**config.mk**
```make
export PLATFORM = sky130hd
export DESIGN_NAME = fetch_unit
export DESIGN_NICKNAME = d
export VERILOG_FILES = /design/src/rtl/fetch_unit.sv
export SDC_FILE = /design/constraint.sdc
export NUM_CORES = 1
export LEC_CHECK = 0
export BUFFER_PORTS_ARGS = -buffer_cell sky130_fd_sc_hd__buf_2
export CELL_PAD_IN_SITES_DETAIL_PLACEMENT = 0
export CELL_PAD_IN_SITES_GLOBAL_PLACEMENT = 1
export CORE_MARGIN = 3
export CORE_UTILIZATION = 49
export CTS_BUF_LIST = sky130_fd_sc_hd__clkbuf_8
export DETAILED_ROUTE_END_ITERATION = 10
export PLACE_DENSITY = 0.95
export SLEW_MARGIN = 10
export SYNTH_ARGS = -nofsm -noshare
export SYNTH_HDL_FRONTEND = slang
export SYNTH_SLANG_ARGS = --single-unit
```
**constraint.sdc**
```tcl
create_clock -name clk -period 8.1 [get_ports clk]
set_input_delay 0.81 -clock clk [delete_from_list [all_inputs] [get_ports clk]]
set_output_delay 0.81 -clock clk [all_outputs]
set_load 0.05 [all_outputs]
```
**src/rtl/fetch_unit.sv**
```systemverilog
// Instruction-fetch front end: req/ack fetch to imem, DEPTH-entry prefetch FIFO, decode redirects.
// Optional FETCH_PERF_EN adds saturating bubble/discard counters.
module fetch_unit #(
    parameter logic [31:0] RESET_PC = 32'h0000_0000,
    parameter int          DEPTH    = 2
) (
    input  logic        clk,
    input  logic        reset,
    output logic        imem_req,
    output logic [31:0] imem_addr,
    input  logic        imem_ack,
    input  logic [31:0] imem_rdata,
    input  logic        StallD,
    input  logic        redirect_valid,
    input  logic [31:0] redirect_pc,
    output logic        InstrValidF,
    output logic [31:0] InstrF,
    output logic [31:0] PCF,
    output logic [31:0] PCPlus4F
`ifdef FETCH_PERF_EN
    ,
    output logic [31:0] perf_bubble,
    output logic [31:0] perf_discard
`endif
);
    localparam int PTR_W = $clog2(DEPTH);
    localparam int CNT_W = $clog2(DEPTH + 1);
    localparam logic [CNT_W-1:0] DEPTH_C = CNT_W'(DEPTH);

    typedef enum logic [1:0] {IDLE, WAIT, DISCARD} state_t;
    typedef struct packed {
        logic [31:0] instr;
        logic [31:0] pc;
    } entry_t;

    state_t             state, state_n;
    logic [31:0]        fetch_pc, fetch_pc_n;
    logic [31:0]        disc_addr, disc_addr_n;
    logic [PTR_W-1:0]   wr_ptr, rd_ptr;
    logic [CNT_W-1:0]   count, cnt_after_pop;
    entry_t             mem [DEPTH];
    logic               pop, push, flush, drop;
    logic [31:0]        target;

    assign target        = redirect_pc & 32'hFFFF_FFFC;
    assign InstrValidF   = (count != '0);
    assign pop           = InstrValidF & ~StallD;
    assign cnt_after_pop = count - CNT_W'(pop);
    assign InstrF        = InstrValidF ? mem[rd_ptr].instr : 32'h0;
    assign PCF           = InstrValidF ? mem[rd_ptr].pc : fetch_pc;
    assign PCPlus4F      = PCF + 32'd4;

    always_comb begin
        state_n     = state;
        fetch_pc_n  = fetch_pc;
        disc_addr_n = disc_addr;
        push        = 1'b0;
        flush       = 1'b0;
        drop        = 1'b0;
        imem_req    = 1'b0;
        imem_addr   = fetch_pc;
        case (state)
            IDLE: begin
                if (redirect_valid) begin
                    flush      = 1'b1;
                    fetch_pc_n = target;
                end else if (cnt_after_pop < DEPTH_C) begin
                    state_n = WAIT;
                end
            end
            WAIT: begin
                imem_req = 1'b1;
                if (redirect_valid) begin
                    flush      = 1'b1;
                    fetch_pc_n = target;
                    if (imem_ack) begin
                        drop    = 1'b1;
                        state_n = IDLE;
                    end else begin
                        disc_addr_n = fetch_pc;
                        state_n     = DISCARD;
                    end
                end else if (imem_ack) begin
                    push       = 1'b1;
                    fetch_pc_n = fetch_pc + 32'd4;
                    if (cnt_after_pop + CNT_W'(1) >= DEPTH_C) state_n = IDLE;
                end
            end
            DISCARD: begin
                // Old address stays on the bus until memory answers it
                imem_req  = 1'b1;
                imem_addr = disc_addr;
                if (redirect_valid) begin
                    flush      = 1'b1;
                    fetch_pc_n = target;
                end
                if (imem_ack) begin
                    drop    = 1'b1;
                    state_n = IDLE;
                end
            end
            default: state_n = IDLE;
        endcase
    end

    always_ff @(posedge clk or negedge reset) begin
        if (!reset) begin
            state     <= IDLE;
            fetch_pc  <= RESET_PC;
            disc_addr <= RESET_PC;
            wr_ptr    <= '0;
            rd_ptr    <= '0;
            count     <= '0;
        end else begin
            state     <= state_n;
            fetch_pc  <= fetch_pc_n;
            disc_addr <= disc_addr_n;
            if (flush) begin
                wr_ptr <= '0;
                rd_ptr <= '0;
                count  <= '0;
            end else begin
                if (push) wr_ptr <= wr_ptr + PTR_W'(1);
                if (pop)  rd_ptr <= rd_ptr + PTR_W'(1);
                count <= count + CNT_W'(push) - CNT_W'(pop);
            end
        end
    end

    always_ff @(posedge clk) begin
        if (push) mem[wr_ptr] <= '{instr: imem_rdata, pc: fetch_pc};
    end

`ifdef FETCH_PERF_EN
    logic [32:0] bubble_sum, discard_sum;
    assign bubble_sum  = {1'b0, perf_bubble} + 33'(~InstrValidF & ~StallD);
    assign discard_sum = {1'b0, perf_discard} + (flush ? 33'(count) : 33'd0) + 33'(drop);

    always_ff @(posedge clk or negedge reset) begin
        if (!reset) begin
            perf_bubble  <= '0;
            perf_discard <= '0;
        end else begin
            perf_bubble  <= bubble_sum[32]  ? 32'hFFFF_FFFF : bubble_sum[31:0];
            perf_discard <= discard_sum[32] ? 32'hFFFF_FFFF : discard_sum[31:0];
        end
    end
`endif

endmodule

```
==> results.md, run 1 <==
- Status: finished, final reports clean
- Largest net degree at the start of global routing: between 60 and 70
- CTS tree: yes
- I/O Buffers: 190
- Synth warn: 0
- Die height: around 140 um
- Resized Gates After CTS: 0
- Post-synth EDFFs: between 100 and 150
- Pins Over Slew Limit: 0
- GRT Overall Usage: approximately a fifth
- Min cycle time layout: approximately 5.3 ns
- Sum Neg Setup Slack: 0 ns
- Seq/Total Area, Yosys: 57.4%
- Ratio of cells with drive above 1 in the final layout: between 30% and 40%
- Synth Instances: 762
- Hold_buf cts: 0
- Synth Area per Inst: about 12 um^2
- CP max stage delay: between 0.6 and 0.7 ns
- Hold Path Stages: 2
- Clock-pin slew on the worst setup and hold paths: roughly 0.11 ns
- Number of vias per cell: 5.63
- Mapped Area: around 0.0094 mm^2
- Gpl congestion: roughly 0.81
- Yosys top cell area share: 39.8%
- Nets@finish: slightly above 1,000
- Initial antenna violation count: 1
- Starting density of the core: between 50% and 60%
- Setup CP Type: reg2out
- Synth area leader: edfxtp_1
- Maximum achievable frequency: 190 MHz
- Most frequent CP cell: and4b_1
- Gr ovfl total: 0
- Fin. Hold Viols: 0
- Startpoint types: register
- Hold WC Path Type: reg2reg
- Final period util: 65.0%
- DRC viols: 0
- Starting DRC count in detailed routing: 362
- Diode count: 0
- FP Rows: 49
- Worst Tran Pin Value: 1.01 ns
- Critical path data arrival time: ~4.5 ns
- Synth Flop Type: edfxtp_1
- Global-route wire length before repair: 33,100 um
- Max_cap viols: 0
- Die area: 0.0208 mm^2
- Fillers: around 1,500
- Core area: around 0.018 mm^2
- Sequence of cells on the critical path: nor2_4 > buf_4 > inv_4 > mux2i_1 > inv_1 > ha_1 > o31a_1 > o21a_1 > nand4_1 > and4b_1 > and4b_1 > xnor2_1 > buf_2
- Root Driver: clkbuf_8
- WL final: around 22,000 um
- Drt first pass iters: 4
- Total number of vias: between 6,000 and 7,000
- DP HPWL: between 15,000 and 20,000 um
- Clock Sinks: 190
- Detail Route Antenna Nets: 0
- CTS buffer count: 17
- Max clock buf depth: 2
- Clk Latency, worst-skew pair: between 0.4 and 0.5 ns
- CP max FO: 46
- Yosys reg bits: 190
- Multi-input gate area: 0.00364 mm^2
- Reg area: about 0.0054 mm^2
- Ys async rst share: a little over a third
- Final setup violating endpoints: 0
- Main area contributors after synthesis: edfxtp_1 40%, dfrtp_1 18%, mux2_2 8.3%
- Synth-to-layout area growth: 15.0%
- Worst Reg2Reg Path Length in Cells: 6
- Die Span X: ~140 um
- Clock Skew: around 0.016 ns
- Average routed wire per standard cell: 18.5 um
- Number of distinct library cells after synthesis: 61
- Top cells by count, synth: 124 x edfxtp_1, 69 x mux2_2, 66 x dfrtp_1, 61 x mux2i_1, 56 x nor2_1
- Setup Buffers After CTS: 0
- Num ports: 199
- Worst Path Required: about 7.3 ns
- Slew headroom: 32.7%
- Vias in the first global route: just over 6,000
- RSZ-0062 raised after global routing: no
- CP Capture Type: output port
- Htree depth: 4
- Most frequent cell after synthesis: edfxtp_1
- Slowest stage cell on the critical path: dfrtp_1
[worst max-delay path: cells and delay by family, from the launching register on]
| family | cells | cell delay [ns] |
|---|---|---|
| xor+xnor | 1 | 0.12 |
| flops | 1 | 0.69 |
| compound gates | 2 | 0.30 |
| buf+inv | 4 | 1.10 |
| fa+ha+maj | 1 | 0.19 |
| mux | 1 | 0.23 |
| simple gates | 4 | 1.30 |
[metal layers]
metal	wire (um)	vias up	global-route usage, %
met5	13	-	0
met4	378	2	6.28
met3	1500	30	4.66
met2	9690	244	30.9
met1	10100	3199	30.1
li1	-	3137	-
[final cells by class]
cell class / instances / share of cell area [%]
Clock inverter: 15 / 1.19
Inverter: 19 / 0.686
Multi-Input combinational cell: 506 / 33.9
Clock buffer: 17 / 2.17
Timing Repair Buffer: 199 / 9.46
Sequential cell: 190 / 50.0
Tap cell: 229 / 2.66
[kinds of logic after synthesis]
logic type / after synthesis / synth area share, %
AOI/OAI and AO/OA: 132 / 8.75
adders and majority gates: 7 / 0.936
muxes: 131 / 15.0
other: 1 / 0.0401
buffers and inverters: 71 / 3.99
and+or+nand+nor: 198 / 10.9
DFF: 190 / 57.4
xor gates and xnor gates: 32 / 3.00
[worst paths after layout]
kind | slack (ns) | end | from
worst max-delay path | 2.83 | PCPlus4F[28] | count[1]$_DFF_PN0_
worst min-delay path | 0.49 | disc_addr[6]$_DFFE_PN0P_ | disc_addr[6]$_DFFE_PN0P_
worst max register to register | 5.25 | mem[0][39]$_DFFE_PP_ | state[1]$_DFFE_PN0P_
worst min register to register | 0.49 | disc_addr[6]$_DFFE_PN0P_ | disc_addr[6]$_DFFE_PN0P_
max in group asynchronous | 6.95 | rd_ptr$_DFFE_PN0P_ | reset
min in group asynchronous | 0.53 | wr_ptr$_DFFE_PN0P_ | reset
[state kept, by name, summed over array words and instances, names as in the netlist]
register / count
count: 2
disc_addr: 30
fetch_pc: 30
mem: 124
rd_ptr: 1
state: 2
wr_ptr: 1
[stage by stage]
| stage | std cells | utilization (%) | hold WS (ns) | worst slack, ns | instance area [um^2] |
|---|---|---|---|---|---|
| detailed placement | 1143 | 56.7 | 0.479 | 3.34 | 10400 |
| finish | 1175 | 58.7 | 0.495 | 2.83 | 10800 |
| global route | 1175 | 58.7 | 0.489 | 2.45 | 10800 |
| floorplan | 767 | - | 0.437 | 2.78 | 9380 |
| global placement | 1143 | 56.7 | 0.465 | 3.34 | 10400 |
| CTS | 1175 | 58.7 | 0.489 | 2.78 | 10800 |
[layout by cell type (no fill, tap or decap), types with 4 or more instances in the layout]
| cell type | instances |
|---|---|
| nor2b_1 | 4 |
| o21ai_0 | 27 |
| edfxtp_1 | 124 |
| xnor2_1 | 26 |
| nand2_1 | 52 |
| nor2_1 | 55 |
| ha_1 | 7 |
| dfrtp_1 | 65 |
| nor4_2 | 5 |
| clkbuf_8 | 17 |
| o22ai_1 | 14 |
| xor2_1 | 6 |
| nand4_1 | 8 |
| nor3_1 | 22 |
| nand3_1 | 20 |
| buf_2 | 190 |
| inv_6 | 4 |
| a21oi_2 | 6 |
| inv_1 | 18 |
| mux2i_1 | 61 |
| and3_1 | 5 |
| conb_1 | 6 |
| buf_4 | 9 |
| a21o_1 | 8 |
| mux2_2 | 69 |
| a2bb2oi_1 | 10 |
| a21oi_1 | 49 |
| nand2b_1 | 4 |
Power of run 1 is not shown: default switching activity piles up to over one toggle a cycle in this logic, so the estimate is an artifact.
==> run 2: changes to the inputs <==
- ABC_AREA: not set -> 1
- CORE_UTILIZATION: 49 -> 42
- PLACE_DENSITY: 0.95 -> 0.88
- clock period: 8.1 -> 5.14 ns (I/O delays scaled with it)
==> run 2 against run 1 <==
  * Critical path depth shrank 2
  * Count of clock-buffer cells in the layout stayed put
  * Hold slack got worse by 0.28 ns
  * Clock skew up 0.0025 ns
  * Wire length up 30%
  * Sequential share of layout area shrank 4.4 points
  * Core utilization shrank 9.0 points
  * Critical path type unchanged
  * Critical endpoint is now PCPlus4F[24]
==> results.md, run 2 <==
- Status: finished, final reports clean
- Maximum achievable frequency: between 200 and 250 MHz
- GRT Overall Usage: 21.3%
- Detail Route Antenna Nets: 0
- CP Capture Type: output port
- Max FFs per register: 124
- Mux cell area share after synthesis: 0%
- Seq/Total Area, Yosys: 52.4%
- Max_cap viols: 0
- Yosys reg bits: 190
- Setup CP Type: reg2out
- CTS buffer count: 17
- Gr ovfl total: 0
- Final period util: slightly above 80%
- Top delay family on crit path: simple AND/OR/NAND/NOR gates
- Commonest non-fill, non-tap cell in the layout: nand2_1
- Ys async rst share: about a third
- Most flop-heavy register: mem
- Synth warn: 0
- Vias in the first global route: around 8,000
- Worst Path Required: around 4.6 ns
- Htree depth: 4
- Clock-pin slew on the worst setup and hold paths: 0.12 ns
- Clock Skew: between 0.015 and 0.02 ns
- Ratio of cells with drive above 1 in the final layout: between 20% and 30%
- Min cycle time layout: around 4.2 ns
- Sequence of cells on the critical path: inv_1 > nand2_4 > inv_4 > nand2_1 > nand2_1 > ha_1 > nand3_2 > nor2_1 > nand4_1 > nand2_1 > buf_2
- Synth Area per Inst: approximately 8.2 um^2
- Initial antenna violation count: 0
- Number of distinct library cells after synthesis: 37
- Post-synth EDFFs: approximately 120
- Synth-to-layout area growth: 15.1%
- Top cells by count, synth: 489 x nand2_1, 124 x edfxtp_1, 102 x o21ai_0, 98 x nor2_1, 76 x inv_1
- CP bufs+invs: 3
- Die area: approximately 0.026 mm^2
- Adder-Cell Fraction of Synth Area: less than 1%
- Hold WC Path Type: in2reg
- Total number of vias: 8,863
- I/O Buffers: 190
- Slowest stage cell on the critical path: inv_4
- CP max stage delay: approximately 0.73 ns
- CTS tree: yes
- Drt first pass iters: 5
- Nets@finish: 1,498
- Most frequent cell after synthesis: nand2_1
- Most frequent cells in the layout: 489 x nand2_1, 190 x buf_2, 124 x edfxtp_1
- Synth Area in Compound Gates: between 8 and 9%
- Sum Neg Setup Slack: 0 ns
- Main area contributors after synthesis: edfxtp_1 36%, nand2_1 18%, dfrtp_1 16%
- Root Driver: clkbuf_8
- R2R setup slack: 1.56 ns
- Diode count: 0
- Synth Instances: between 1,000 and 1,500
- Num ports: 199
- Starting density of the core: 43.2%
- Biggest regs: mem (124), disc_addr (30), fetch_pc (30)
- Slew headroom: roughly a third
- Core area: around 0.024 mm^2
- Yosys top cell area share: approximately 36%
- Startpoint types: register
- Fin. Hold Viols: 0
- Clk Latency, worst-skew pair: 0.48 ns
- DP HPWL: 20,600 um
- RSZ-0062 raised after global routing: no
- Critical path data arrival time: 3.72 ns
- Main combinational cell family by area after synthesis: simple AND/OR/NAND/NOR gates
- Gpl congestion: 0.900
- Clock Sinks: 190
- Starting DRC count in detailed routing: roughly 670
- Simple-gate share of the synthesized area: 30.2%
- Die Span X: 162 um
- Synth Flop Type: edfxtp_1
- Worst Tran Pin Value: between 1 and 1.5 ns
- Die height: 162 um
- FP Rows: 56
- Synth Area in XOR/XNOR: around 1.8%
- WL final: around 28,000 um
- Average routed wire per standard cell: about 16 um
- Final setup violating endpoints: 0
- CP max FO: 77
- Number of vias per cell: around 5
- DRC viols: 0
- Synth area leader: edfxtp_1
- Global-route wire length before repair: around 44,000 um
- Largest net degree at the start of global routing: 78
- Pins Over Slew Limit: 0
- Mapped Area: slightly above 0.01 mm^2
- Most frequent CP cell: nand2_1
- Max clock buf depth: 2
- Resized Gates After CTS: 0
[run 2: cell count changes after synthesis, moves of 10 or more]
cell       before  now
xor2_1          6   17
nor2_1         56   98
a2bb2oi_1      10    0
nor2_2          0   12
nand3_1        20   63
xnor2_1        26    2
o21ai_0        27  102
nand2_2         0   32
mux2i_1        61    0
nor3_1         23   12
mux2_2         69    0
nand2_1        52  489
inv_1          18   76
[run 2: layout make-up]
type | instances | area, um^2
clock buffers | 17 | 234
well taps | 319 | 399
repair buffers | 199 | 1020
flip-flops and latches | 190 | 5380
inverters | 84 | 323
clock inverters | 15 | 194
multi-input cells | 930 | 4260
fillers | 2310 | 11900
[run 2: stage by stage]
stage	setup WS (ns)	cell area [um^2]	util, %	cells	hold WS (ns)
floorplan	1.11	10300	-	1263	0.218
global placement	1.45	11400	47.9	1721	0.467
detailed placement	1.42	11400	47.9	1721	0.474
CTS	0.844	11800	49.7	1754	0.170
global route	0.568	11800	49.7	1754	0.176
finish	0.905	11800	49.7	1754	0.211
[run 2: path summary, 6_finish.rpt]
kind / start / to / cells after the start
max: count[0]$_DFF_PN0_ / PCPlus4F[24] / 11
min: imem_rdata[4] / mem[0][36]$_DFFE_PP_ / 1
max reg2reg: state[0]$_DFFE_PN0P_ / fetch_pc[29]$_DFFE_PN0P_ / 11
min reg2reg: disc_addr[20]$_DFFE_PN0P_ / disc_addr[20]$_DFFE_PN0P_ / 2
max in group asynchronous: reset / rd_ptr$_DFFE_PN0P_ / 3
min in group asynchronous: reset / disc_addr[16]$_DFFE_PN0P_ / 2
[run 2: layer usage]
layer  track usage (%)  up-vias  part of all wire [%]
met3              3.26       29                   6.5
li1                  -     4417                     -
met4              5.54        0                   1.4
met1              30.7     4143                    46
met5                 0        -                     0
met2              33.8      274                    46
[run 2: cell families after synthesis]
group | count (synthesis)
flip-flops | 190
AND/OR/NAND/NOR | 735
buffers and inverters | 143
XOR/XNOR | 20
adder cells (fa/ha/maj) | 7
AO/OA/AOI/OAI | 162
other | 1
[run 2: repair_timing]
action	CTS	global route
buffers inserted	0	0
setup endpoints to repair	0	0
hold endpoints to repair	16	0
hold buffers	1	0
Power of run 2 is left out for the same reason.
==> run 3: changes to the inputs <==
- CORE_UTILIZATION: 42 -> 38
- PLACE_DENSITY: 0.88 -> 0.84
- clock period: 5.14 -> 3.61 ns (I/O delays scaled with it)
==> run 3 against run 2 <==
  * Final area increased by 0.86%
  * Final cell count increased by 1.4%
  * Largest cell class unchanged
  * Worst setup slack got worse by 0.66 ns
==> results.md, run 3 (same netlist as run 2, synthesis figures left out) <==
- CTS buffer count: 17
- CP max FO: 31
- Nets@finish: 1,504
- Largest net degree at the start of global routing: 67
- Worst Path Required: roughly 3.3 ns
- Final setup violating endpoints: 0
- Setup slack after layout: between 0.2 and 0.25 ns
- Most flop-heavy register: mem
- Starting DRC count in detailed routing: slightly below 800
- Most frequent cells in the layout: 489 x nand2_1, 190 x buf_2, 124 x edfxtp_1
- Detail Route Antenna Nets: 0
- I/O Buffers: 190
- Setup Buffers After CTS: 0
- Worst Tran Pin Value: 1.05 ns
- FP Rows: 59
- Drt first pass iters: 5
- Vias in the first global route: approximately 8,200
- Global-route wire length before repair: about 45,000 um
- Clock-pin slew on the worst setup and hold paths: 0.12 ns
- Core area: approximately 0.026 mm^2
- Fin. Hold Viols: 0
- Initial antenna violation count: 2
- Starting density of the core: around 39%
- Htree depth: 4
- Hold_buf cts: 0
- Ratio of cells with drive above 1 in the final layout: between 20% and 30%
- Clock Skew: between 0.02 and 0.03 ns
- CTS tree: yes
- Gr busiest metal: met2
- Met3 Use GR: between 3 and 4%
- Synth-to-layout area growth: 16.1%
- Maximum achievable frequency: between 200 and 300 MHz
- Biggest regs: mem (124), disc_addr (30), fetch_pc (30)
- DRC viols: 0
- Average routed wire per standard cell: 16.4 um
- Root Driver: clkbuf_8
- Sequence of cells on the critical path: inv_1 > nand2_4 > clkinv_8 > nand2_1 > nand2_1 > ha_1 > nand3_2 > nor2_1 > nand4_1 > nand2_1 > buf_2
- Min cycle time layout: 3.36 ns
- Die Span X: 170 um
- Met1 Use GR: 29.1%
- Clk Latency, worst-skew pair: between 0.4 and 0.5 ns
- Clock Sinks: 190
- Worst path depth: 11
- Slowest stage cell on the critical path: dfrtp_1
- CP bufs+invs: 3
- Final period util: roughly 93%
- RSZ-0062 raised after global routing: no
- WL final: 29,200 um
- Place WS: between 0.6 and 0.7 ns
- R2R setup slack: between 1 and 1.5 ns
- Startpoint types: register
- Die area: approximately 0.029 mm^2
- DP HPWL: around 21,000 um
- Worst Reg2Reg Path Length in Cells: 9
- Critical path data arrival time: around 3.0 ns
- Top delay family on crit path: simple AND/OR/NAND/NOR gates
- Max_cap viols: 0
- Reg-to-reg critical path startpoint: state[0]$_DFFE_PN0P_
- Most frequent CP cell: nand2_1
- Slew headroom: between 30% and 40%
- Sum Neg Setup Slack: 0 ns
- Hold WC Path Type: in2async
- Crit path launch: count[0]$_DFF_PN0_
- GRT Overall Usage: between 10% and 20%
- CP Capture Type: output port
- Status: finished, final reports clean
- Gpl congestion: about 0.9
- Commonest non-fill, non-tap cell in the layout: nand2_1
- Resized Gates After CTS: 0
- Setup CP Type: reg2out
- Die height: 170 um
- Max clock buf depth: 2
- Total number of vias: 8,857
- Reg2Reg Capture Point: fetch_pc[16]$_DFFE_PN0P_
- Gr ovfl total: 0
- Pins Over Slew Limit: 0
- CP max stage delay: between 0.4 and 0.5 ns
- Num ports: around 200
- Design Area, Final: ~0.012 mm^2
- Number of vias per cell: around 5.0
- Placed cell area: approximately 0.011 mm^2
- Max FFs per register: 124
- Global-route track usage on met2: 31.7%
run 3: cell type report:
cell class / instances / area, um^2
multi-input cells: 930 / 4260
well taps: 335 / 419
repair buffers: 205 / 1080
fillers: 2629 / 14400
clock buffers: 17 / 234
diodes: 2 / 5.00
flip-flops and latches: 190 / 5380
inverters: 84 / 333
clock inverters: 15 / 201
run 3: stage by stage:
step	hold WS, ns	util [%]	std cells
2_1_floorplan	0.0654	-	1263
3_3_place_gp	0.467	43.6	1744
3_5_place_dp	0.473	43.6	1744
4_1_cts	0.0328	45.2	1776
5_1_grt	0.0212	45.3	1778
6_report	0.0582	45.3	1778
run 3: worst max-delay path by stage:
stage | end | slack (ns)
after CTS | PCPlus4F[24] | 0.11
final | PCPlus4F[24] | 0.25
after floorplan | PCPlus4F[31] | 0.55
after global routing | PCPlus4F[28] | 0.007
after global placement | PCPlus4F[16] | 0.69
after detailed placement | PCPlus4F[24] | 0.64
run 3: per-layer routing:
layer / part of all wire (%) / wire length [um]
met1: 47 / 13800
met2: 46 / 13500
met3: 5.6 / 1630
met4: 0.94 / 276
met5: 0 / 0
Power of run 3 is left out for the same reason.
